`src/rtl/seq_gen_pkg.sv`:
```
// -----------------------------------------------------------------------------
// seq_gen_pkg
//   Shared definitions for the serial pattern transmitter and the
//   sequence-detector FSMs that consume its stream.
//   - ST_ENC_* : raw state encodings, visible to other blocks
//   - state_t  : transmitter state type built on those encodings
//   Optional feature macro: SEQ_GEN_PARITY_EN (PARITY state is only entered
//   when it is defined; the encoding is always reserved).
// -----------------------------------------------------------------------------
package seq_gen_pkg;

   localparam logic [1:0] ST_ENC_IDLE   = 2'd0;
   localparam logic [1:0] ST_ENC_SHIFT  = 2'd1;
   localparam logic [1:0] ST_ENC_PARITY = 2'd2;
   localparam logic [1:0] ST_ENC_GAP    = 2'd3;

   typedef enum logic [1:0] {
      S_IDLE   = ST_ENC_IDLE,
      S_SHIFT  = ST_ENC_SHIFT,
      S_PARITY = ST_ENC_PARITY,
      S_GAP    = ST_ENC_GAP
   } state_t;

endpackage

```
`src/rtl/seq_gen_if.sv`:
```
// -----------------------------------------------------------------------------
// seq_gen_if
//   Control and serial-output bundle of the pattern transmitter.
//   master : START, STOP, PATTERN, REPEAT driven; OUT/OUT_VALID/BUSY/DONE seen
//   slave  : the transmitter side (seq_gen)
// -----------------------------------------------------------------------------
interface seq_gen_if #(
   parameter int PAT_W = 4,
   parameter int CNT_W = 4
);
   logic             START;
   logic             STOP;
   logic [PAT_W-1:0] PATTERN;
   logic [CNT_W-1:0] REPEAT;
   logic             OUT;
   logic             OUT_VALID;
   logic             BUSY;
   logic             DONE;

   modport master (
      output START, STOP, PATTERN, REPEAT,
      input  OUT, OUT_VALID, BUSY, DONE
   );

   modport slave (
      input  START, STOP, PATTERN, REPEAT,
      output OUT, OUT_VALID, BUSY, DONE
   );
endinterface

```
`src/rtl/seq_gen_shifter.sv`:
```
// -----------------------------------------------------------------------------
// seq_gen_shifter
//   Pattern register plus bit counter for seq_gen.
//   clk_i, rst_n_i : clock, async active-low reset
//   load_i         : capture pat_i (its MSB is emitted by the caller this edge)
//   shift_i        : advance to the next bit
//   pat_i          : pattern to capture
//   msb_o          : next bit to be emitted
//   last_o         : the bit currently on the line is the pattern's last bit
//   par_o          : even parity of the pattern (SEQ_GEN_PARITY_EN only)
// -----------------------------------------------------------------------------
module seq_gen_shifter #(
   parameter int PAT_W = 4
) (
   input  logic             clk_i,
   input  logic             rst_n_i,
   input  logic             load_i,
   input  logic             shift_i,
   input  logic [PAT_W-1:0] pat_i,
   output logic             msb_o,
`ifdef SEQ_GEN_PARITY_EN
   output logic             par_o,
`endif
   output logic             last_o
);
   localparam int BW = $clog2(PAT_W);

   // The register rotates rather than shifting in zeros: after PAT_W steps it
   // holds the latched pattern again, so a repeat needs no separate reload
   // path and the parity of the contents always equals the pattern's parity.
   logic [PAT_W-1:0] sh_q;
   logic [BW-1:0]    cnt_q;

   always_ff @(posedge clk_i or negedge rst_n_i) begin
      if (!rst_n_i) begin
         sh_q  <= '0;
         cnt_q <= '0;
      end else if (load_i) begin
         sh_q  <= {pat_i[PAT_W-2:0], pat_i[PAT_W-1]};
         cnt_q <= '0;
      end else if (shift_i) begin
         sh_q  <= {sh_q[PAT_W-2:0], sh_q[PAT_W-1]};
         cnt_q <= last_o ? '0 : cnt_q + BW'(1);
      end
   end

   assign msb_o  = sh_q[PAT_W-1];
   assign last_o = (cnt_q == BW'(PAT_W - 1));
`ifdef SEQ_GEN_PARITY_EN
   assign par_o  = ^sh_q;
`endif

endmodule

```
`src/rtl/seq_gen.sv`:
```
// -----------------------------------------------------------------------------
// seq_gen
//   Serial pattern transmitter: sends PATTERN MSB first, REPEAT times
//   (0 counts as 1), with GAP idle cycles between repeats.
//   CLK, RST_N : clock, async active-low reset
//   bus.START/STOP/PATTERN/REPEAT : control inputs
//   bus.OUT/OUT_VALID              : registered serial data and qualifier
//   bus.BUSY/DONE                  : in-progress flag, completion pulse
//   Optional feature macro: SEQ_GEN_PARITY_EN appends an even-parity bit
//   to every frame.
// -----------------------------------------------------------------------------
module seq_gen
   import seq_gen_pkg::*;
#(
   parameter int PAT_W = 4,
   parameter int CNT_W = 4,
   parameter int GAP   = 0
) (
   input logic      CLK,
   input logic      RST_N,
   seq_gen_if.slave bus
);
   localparam int GCW = (GAP > 1) ? $clog2(GAP) : 1;

   state_t           state_q, state_d;
   logic [CNT_W-1:0] rem_q, rem_d;
   logic [GCW-1:0]   gap_q, gap_d;
   logic             out_q, out_d;
   logic             valid_q, valid_d;
   logic             busy_q, busy_d;
   logic             done_q, done_d;
   logic             load, shift, frame_end;
   logic             sh_msb, sh_last;
`ifdef SEQ_GEN_PARITY_EN
   logic             sh_par;
`endif

   seq_gen_shifter #(.PAT_W(PAT_W)) u_shifter (
      .clk_i   (CLK),
      .rst_n_i (RST_N),
      .load_i  (load),
      .shift_i (shift),
      .pat_i   (bus.PATTERN),
      .msb_o   (sh_msb),
`ifdef SEQ_GEN_PARITY_EN
      .par_o   (sh_par),
`endif
      .last_o  (sh_last)
   );

   always_ff @(posedge CLK or negedge RST_N) begin
      if (!RST_N) begin
         state_q <= S_IDLE;
         rem_q   <= '0;
         gap_q   <= '0;
         out_q   <= 1'b0;
         valid_q <= 1'b0;
         busy_q  <= 1'b0;
         done_q  <= 1'b0;
      end else begin
         state_q <= state_d;
         rem_q   <= rem_d;
         gap_q   <= gap_d;
         out_q   <= out_d;
         valid_q <= valid_d;
         busy_q  <= busy_d;
         done_q  <= done_d;
      end
   end

   // Output registers are loaded with the value for the cycle that follows
   // this edge, so the first bit appears right after START is accepted and
   // DONE appears in the same cycle the FSM is back in IDLE.
   always_comb begin
      state_d   = state_q;
      rem_d     = rem_q;
      gap_d     = gap_q;
      out_d     = 1'b0;
      valid_d   = 1'b0;
      busy_d    = 1'b0;
      done_d    = 1'b0;
      load      = 1'b0;
      shift     = 1'b0;
      frame_end = 1'b0;

      if (state_q != S_IDLE && bus.STOP) begin
         state_d = S_IDLE;
      end else begin
         unique case (state_q)
            S_IDLE: begin
               if (bus.START && !bus.STOP) begin
                  load    = 1'b1;
                  rem_d   = (bus.REPEAT == '0) ? CNT_W'(1) : bus.REPEAT;
                  state_d = S_SHIFT;
                  out_d   = bus.PATTERN[PAT_W-1];
                  valid_d = 1'b1;
                  busy_d  = 1'b1;
               end
            end
            S_SHIFT: begin
               if (!sh_last) begin
                  shift   = 1'b1;
                  out_d   = sh_msb;
                  valid_d = 1'b1;
                  busy_d  = 1'b1;
               end else begin
`ifdef SEQ_GEN_PARITY_EN
                  state_d = S_PARITY;
                  out_d   = sh_par;
                  valid_d = 1'b1;
                  busy_d  = 1'b1;
`else
                  frame_end = 1'b1;
`endif
               end
            end
`ifdef SEQ_GEN_PARITY_EN
            S_PARITY: frame_end = 1'b1;
`endif
            S_GAP: begin
               busy_d = 1'b1;
               if (gap_q == '0) begin
                  state_d = S_SHIFT;
                  shift   = 1'b1;
                  out_d   = sh_msb;
                  valid_d = 1'b1;
               end else begin
                  gap_d = gap_q - GCW'(1);
               end
            end
            default: state_d = S_IDLE;
         endcase

         // Last bit (or parity bit) of a frame is on the line this cycle.
         if (frame_end) begin
            if (rem_q != '0) begin
               rem_d = rem_q - CNT_W'(1);
            end
            if (rem_q <= CNT_W'(1)) begin
               state_d = S_IDLE;
               done_d  = 1'b1;
            end else if (GAP == 0) begin
               state_d = S_SHIFT;
               shift   = 1'b1;
               out_d   = sh_msb;
               valid_d = 1'b1;
               busy_d  = 1'b1;
            end else begin
               state_d = S_GAP;
               gap_d   = GCW'(GAP - 1);
               busy_d  = 1'b1;
            end
         end
      end
   end

   assign bus.OUT       = out_q;
   assign bus.OUT_VALID = valid_q;
   assign bus.BUSY      = busy_q;
   assign bus.DONE      = done_q;

endmodule
```
`src/flat_wrapper.sv`:
```
// flat-port wrapper written by rule: the top's interface ports become plain ports
module seq_gen_flat import seq_gen_pkg::*;
#(
   parameter int PAT_W = 4,
   parameter int CNT_W = 4,
   parameter int GAP   = 0
)
  (CLK, RST_N, bus_START, bus_STOP, bus_PATTERN, bus_REPEAT, bus_OUT, bus_OUT_VALID, bus_BUSY, bus_DONE);
  seq_gen_if #(.PAT_W(PAT_W), .CNT_W(CNT_W)) bus_i ();
  input logic CLK;
  input logic RST_N;
  input wire logic [$bits(bus_i.START)-1:0] bus_START;
  input wire logic [$bits(bus_i.STOP)-1:0] bus_STOP;
  input wire logic [$bits(bus_i.PATTERN)-1:0] bus_PATTERN;
  input wire logic [$bits(bus_i.REPEAT)-1:0] bus_REPEAT;
  output wire logic [$bits(bus_i.OUT)-1:0] bus_OUT;
  output wire logic [$bits(bus_i.OUT_VALID)-1:0] bus_OUT_VALID;
  output wire logic [$bits(bus_i.BUSY)-1:0] bus_BUSY;
  output wire logic [$bits(bus_i.DONE)-1:0] bus_DONE;
  assign bus_i.START = bus_START;
  assign bus_i.STOP = bus_STOP;
  assign bus_i.PATTERN = bus_PATTERN;
  assign bus_i.REPEAT = bus_REPEAT;
  assign bus_OUT = bus_i.OUT;
  assign bus_OUT_VALID = bus_i.OUT_VALID;
  assign bus_BUSY = bus_i.BUSY;
  assign bus_DONE = bus_i.DONE;
  seq_gen #(.PAT_W(PAT_W), .CNT_W(CNT_W), .GAP(GAP)) u_core (.CLK(CLK), .RST_N(RST_N), .bus(bus_i));
endmodule
```
`config.mk`:
```
export PLATFORM = sky130hd
export DESIGN_NAME = seq_gen_flat
export DESIGN_NICKNAME = d
export VERILOG_FILES = /design/src/rtl/seq_gen_pkg.sv /design/src/rtl/seq_gen_if.sv /design/src/rtl/seq_gen_shifter.sv /design/src/rtl/seq_gen.sv /design/src/flat_wrapper.sv
export SDC_FILE = /design/constraint.sdc
export NUM_CORES = 1
export LEC_CHECK = 0
export ABC_AREA = 1
export CAP_MARGIN = 30
export CORE_MARGIN = 2
export CORE_UTILIZATION = 53
export CTS_CLUSTER_DIAMETER = 50
export DETAILED_ROUTE_END_ITERATION = 16
export PLACE_DENSITY = 0.81
export SLEW_MARGIN = 20
export SYNTH_ARGS = -nofsm -noshare
export SYNTH_HDL_FRONTEND = slang
export SYNTH_SLANG_ARGS = --single-unit
```
`constraint.sdc`:
```
create_clock -name CLK -period 2.68 [get_ports CLK]
set_input_delay 0.67 -clock CLK [delete_from_list [all_inputs] [get_ports CLK]]
set_output_delay 0.67 -clock CLK [all_outputs]
set_load 0.02 [all_outputs]
```
==> results of run 1 <==
==> per-stage QoR <==
step	utilization, %	hold WS (ns)	area (sq um)
after floorplan	-	0.374	827
after global placement	66.5	0.464	990
after detailed placement	66.5	0.474	990
after CTS	68.9	0.499	1030
after global routing	68.9	0.520	1030
final	68.9	0.497	1030
==> cell usage after synthesis, types with 2 or more instances <==
library cell  number
nand2_1           52
o21ai_0            3
inv_2              3
inv_1             11
dfrtp_1           14
nand3_1            7
nor2_2             2
ha_1               3
a21oi_1            4
nor2_1             7
nand2_2            2
==> cells by family after synthesis <==
kind of cell,Yosys count
adder cells (fa/ha/maj),3
AND/OR/NAND/NOR,73
buffers and inverters,16
flip-flops,14
AO/OA/AOI/OAI,9
==> routing by layer <==
metal  global-route usage [%]  up-vias  part of all wire, %
met5                        0        -                    0
met4                     10.3        0                 0.78
met3                     3.33        4                  5.9
met2                     34.3       26                   48
met1                     26.7      360                   45
li1                         -      395                    -
==> sequential cells by signal (all words and copies together), names as in the netlist <==
| signal | cells |
|---|---|
| u_core.bus.BUSY | 1 |
| u_core.u_shifter.cnt_q | 2 |
| u_core.rem_q | 4 |
| u_core.u_shifter.sh_q | 4 |
| u_core.state_q | 1 |
| u_core.bus.OUT | 1 |
| u_core.bus.DONE | 1 |
==> power by group through the flow <==
| stage | clock network (W) | logic, W | registers (W) |
|---|---|---|---|
| 2_1_floorplan | 0 | 0.000222 | 0.000330 |
| 3_3_place_gp | 0 | 0.000285 | 0.000337 |
| 3_5_place_dp | 0 | 0.000301 | 0.000338 |
| 4_1_cts | 0.000158 | 0.000303 | 0.000335 |
| 5_1_grt | 0.000165 | 0.000349 | 0.000343 |
| 6_report | 0.000155 | 0.000302 | 0.000337 |
==> path summary, 6_finish.rpt <==
kind	endpoint	depth (start not counted)
hold reg to reg	u_core.u_shifter.sh_q[2]	2
max in group asynchronous	u_core.u_shifter.cnt_q[1]	1
setup / recovery	bus_BUSY	1
setup reg to reg	u_core.rem_q[0]	7
min in group asynchronous	u_core.rem_q[2]	1
hold / removal	u_core.u_shifter.sh_q[2]	2
==> final cells by class <==
class / count / share of cell area, %
tap: 16 / 1.95
multi-input combinational: 85 / 40.1
inverter: 15 / 5.61
sequential: 14 / 34.1
timing repair buffer: 15 / 14.6
clock buffer: 4 / 3.54
==> run metrics, run 1 <==
Critical Path RT=2.01 ns; Site Rows=14; PwrDens=774 nW/um^2; commonest non-fill, non-tap cell in the layout=nand2_1; Syn-to-layout area delta=24.1%; top post-synthesis cells by area=dfrtp_1 (42%), nand2_1 (24%), inv_1 (5.0%); CTS clk-pin slew, worst paths=0.09 ns; GRT Total Usage=20.9%; Worst-Skew Late Latency=0.28 ns; FFs w/ async S/R, synth=100%; post-synth cell types=18; total power=between 0.0007 and 0.0008 W; Nets=149; top cell type's share of synthesized area=42.4%; ANT cells=0; worst hold path type=flop to flop; DR pass1 iterations=4; R2R setup slack=1.16 ns; vias in the first global route=722; critical path's top delay family=buffers and inverters; antenna violations before repair=0; xor and xnor fraction of the mapped netlist area=0%; Starting Density=55.5%; wire length per cell=around 12 microns; largest net degree at the start of global routing=15; Setup TNS Final=0 ns; final period utilization=71.5%; crit-path max FO=2; # IOs=16; largest family of logic cells by synthesized area=simple AND/OR/NAND/NOR gates; Finished Layout Cells=149; cell count after synthesis=about 120; register area=350 sq um; TritonCTS Buffers=3; worst path bufs/invs=1; DIE HEIGHT=43.5 microns; die width=43.5 microns; fraction of layout cells with a size suffix above 1=12.0%; pins over their slew limit=0; Post-Place Cells=145; adder-cell share of the synthesized area=4.54%; Switching Share=39.3%; ys flop type=dfrtp_1; Core ar.=approximately 1500 sq um; clock sinks=14; max cap viols=0; Worst-Margin Slew=0.677 ns; Synth Area in Compound Gates=7.87%; WL final=1.79 mm; synthesized area=827 sq um; vias per inst=5.27; post-CTS sizing=0; total gr overflow=0; post-synthesis register bit count=14; CP startpoint kind=flop; 1st-iter DRT viols=24; Final WS setup=0.765 ns; CP max stage cell=clkdlybuf4s50_1; crit path DAT=1.25 ns; H-tree depth=1; critical path's largest stage delay=around 0.61 ns; most frequent cells in the layout=nand2_1 (52), clkdlybuf4s50_1 (15), dfrtp_1 (14); DRC=0; crit path cell chain=clkdlybuf4s50_1; # fillers=128; Worst Skew=about 0.0034 ns; Setup Viol. Count Final=0; post-synthesis mux area share=0%; Pint=0.000482 W; DRT antenna net count=0; Mapped Avg Cell Area=7.19 sq um; Multi-input gate area=412 sq um; CTS tree=done; combinational fraction of design power=38.0%; Post-CTS Hold Buffers=0; Max clock buf depth=2; die area=1890 sq um; Static Leak=approximately 0.55 nW; Root Driver=clkbuf_4; crit path capture type=output port; Worst R2R Start=u_core.rem_q[0]; crit path from=u_core.bus.BUSY; Flop pwr share=a little over two fifths; Fmax=522 MHz; Sw Pwr=0.000312 W; Worst slew margin=54.8%; routability cong.=0.849; RSZ-0062 raised after global routing=false; status=finished, final reports clean; hold path start=u_core.u_shifter.sh_q[2]; Final Hold Viols=0; Simple-Gate Fraction of Synth Area=37.4%; CP Class=flop to output port; yosys warns=0; input/output buffers=15; post-synth top area cell=dfrtp_1; first-pass GRT wire length=2.93 mm; min Tclk post-route=approximately 1.9 ns; sequential share of the synthesized area=42.4%; number of flops mapped to enable cells by yosys=0; vias=785; Clk pwr share=19.5%; Setup Buffers After CTS=0; Mapped Nets=between 100 and 150; VDD IR-drop max=roughly 0.44 mV; Place WS=approximately 0.71 ns; detailed placer's ending HPWL=1.29 mm
(Power assumes the default switching activity.)
==> run 2, diff against run 1 <==
- CORE_UTILIZATION: 53 -> 49
- PLACE_DENSITY: 0.81 -> 0.76
- clock period: 2.68 -> 1.94 ns (I/O delays scaled with it)
==> run metrics, run 2 (synthesis gave the netlist of run 1 again) <==
Final Hold Viols=0; Worst-Skew Late Latency=0.29 ns; die area=2030 sq um; Nets=150; input/output buffers=15; TritonCTS Buffers=3; antenna violations before repair=0; first-pass GRT wire length=2.94 mm; final period utilization=89.0%; Switching Share=39.1%; critical path's largest stage delay=0.60 ns; RSZ-0062 raised after global routing=false; routability cong.=0.833; CP max stage cell=clkdlybuf4s50_1; CTS clk-pin slew, worst paths=about 0.09 ns; pins over their slew limit=0; Setup Buffers After CTS=0; Final WS setup=about 0.21 ns; vias per inst=5.14; Root Driver=clkbuf_4; detailed placer's ending HPWL=1.27 mm; Post-CTS Hold Buffers=0; Worst Skew=0.00455 ns; DIE HEIGHT=between 40 and 50 microns; # IOs=16; 1st-iter DRT viols=22; Pint=roughly 0.00067 W; crit path capture type=output port; Fmax=579 MHz; vias in the first global route=approximately 700; most frequent cells in the layout=nand2_1 (52), clkdlybuf4s50_1 (15), dfrtp_1 (14); die width=45.1 microns; Setup TNS Final=0 ns; PwrDens=1060 nW/um^2; fraction of layout cells with a size suffix above 1=between 10% and 20%; combinational fraction of design power=between 30% and 40%; DR pass1 iterations=4; min Tclk post-route=1.73 ns; largest net degree at the start of global routing=15; CP startpoint kind=flop; ANT cells=0; critical path's top delay family=buffers and inverters; clock sinks=14; commonest non-fill, non-tap cell in the layout=nand2_1; crit path cell chain=clkdlybuf4s50_1; max cap viols=0; Flop pwr share=42.3%; Static Leak=0.555 nW; worst path bufs/invs=1; Site Rows=14; total gr overflow=0; # fillers=around 130; Worst slew margin=80.6%; GRT Total Usage=between 20% and 30%; Critical Path RT=1.45 ns; Max clock buf depth=2; post-CTS sizing=0; vias=slightly below 800; Core ar.=1540 sq um; Top Registers=u_core.rem_q: 4 flops, u_core.u_shifter.sh_q: 4 flops, u_core.u_shifter.cnt_q: 2 flops; Sw Pwr=0.000428 W; H-tree depth=1; DRC=0; Worst-Margin Slew=0.291 ns; Place WS=about 0.17 ns; Setup Viol. Count Final=0; crit-path max FO=2; status=finished, final reports clean; CTS tree=done; Syn-to-layout area delta=25.0%; crit path DAT=1.24 ns; Clk pwr share=19.7%; WL final=1.71 mm; Starting Density=53.7%; worst hold path type=flop to flop; VDD IR-drop max=between 0.6 and 0.7 mV; CP Class=flop to output port; wire length per cell=around 11 microns; DRT antenna net count=0
run 2: changes by cell type in the layout (fill, tap and decap cells not counted), sizes merged:
cell	previous run	this run
buf	0	1
run 2: cell type report:
type	count	area, sq um	area share, %
Sequential cell	14	350	33.9
Tap cell	16	20.0	1.94
Timing Repair Buffer	16	158	15.3
Clock buffer	4	36.3	3.51
Multi-Input combinational cell	85	412	39.8
Inverter	15	57.6	5.57
run 2: routing by layer:
| metal | vias up | global-route usage (%) | share of wire (%) |
|---|---|---|---|
| li1 | 393 | - | - |
| met1 | 340 | 27.6 | 45 |
| met2 | 29 | 31.4 | 45 |
| met3 | 9 | 2.40 | 5.6 |
| met4 | 0 | 14.1 | 3.8 |
| met5 | - | 0 | 0 |
run 2: worst register-to-register path: stages, from the launching register on:
cell and delay (ns):
dfrtp_1 0.43, inv_1 0.11, ha_1 0.27, nor2_1 0.08
nor2_1 0.23, nand3_1 0.14, nand2_1 0.09, nand2_1 0.05
run 2: worst paths after layout:
| path | slack, ns | endpoint | cells after the start | startpoint |
|---|---|---|---|---|
| setup / recovery | 0.21 | bus_OUT_VALID | 1 | u_core.bus.BUSY |
| hold / removal | 0.49 | u_core.u_shifter.sh_q[1] | 2 | u_core.u_shifter.sh_q[1] |
| setup reg to reg | 0.44 | u_core.rem_q[1] | 7 | u_core.rem_q[0] |
| hold reg to reg | 0.49 | u_core.u_shifter.sh_q[1] | 2 | u_core.u_shifter.sh_q[1] |
| max in group asynchronous | 1.26 | u_core.rem_q[1] | 2 | RST_N |
| min in group asynchronous | 0.50 | u_core.u_shifter.cnt_q[0] | 2 | RST_N |
run 2: power by group through the flow:
stage / clock network [W] / logic (W) / registers, W
after floorplan: 0 / 0.000307 / 0.000456
after global placement: 0 / 0.000397 / 0.000464
after detailed placement: 0 / 0.000415 / 0.000467
after CTS: 0.000222 / 0.000419 / 0.000462
after global routing: 0.000231 / 0.000484 / 0.000477
final: 0.000216 / 0.000415 / 0.000463
run 2: through the flow:
| step | cell area, sq um | cells | total power (W) | utilization [%] | hold slack [ns] |
|---|---|---|---|---|---|
| 2_1_floorplan | 827 | 115 | 0.000763 | - | 0.189 |
| 3_3_place_gp | 997 | 146 | 0.000862 | 64.7 | 0.465 |
| 3_5_place_dp | 997 | 146 | 0.000882 | 64.7 | 0.470 |
| 4_1_cts | 1030 | 150 | 0.00110 | 67.0 | 0.494 |
| 5_1_grt | 1030 | 150 | 0.00119 | 67.0 | 0.503 |
| 6_report | 1030 | 150 | 0.00109 | 67.0 | 0.487 |
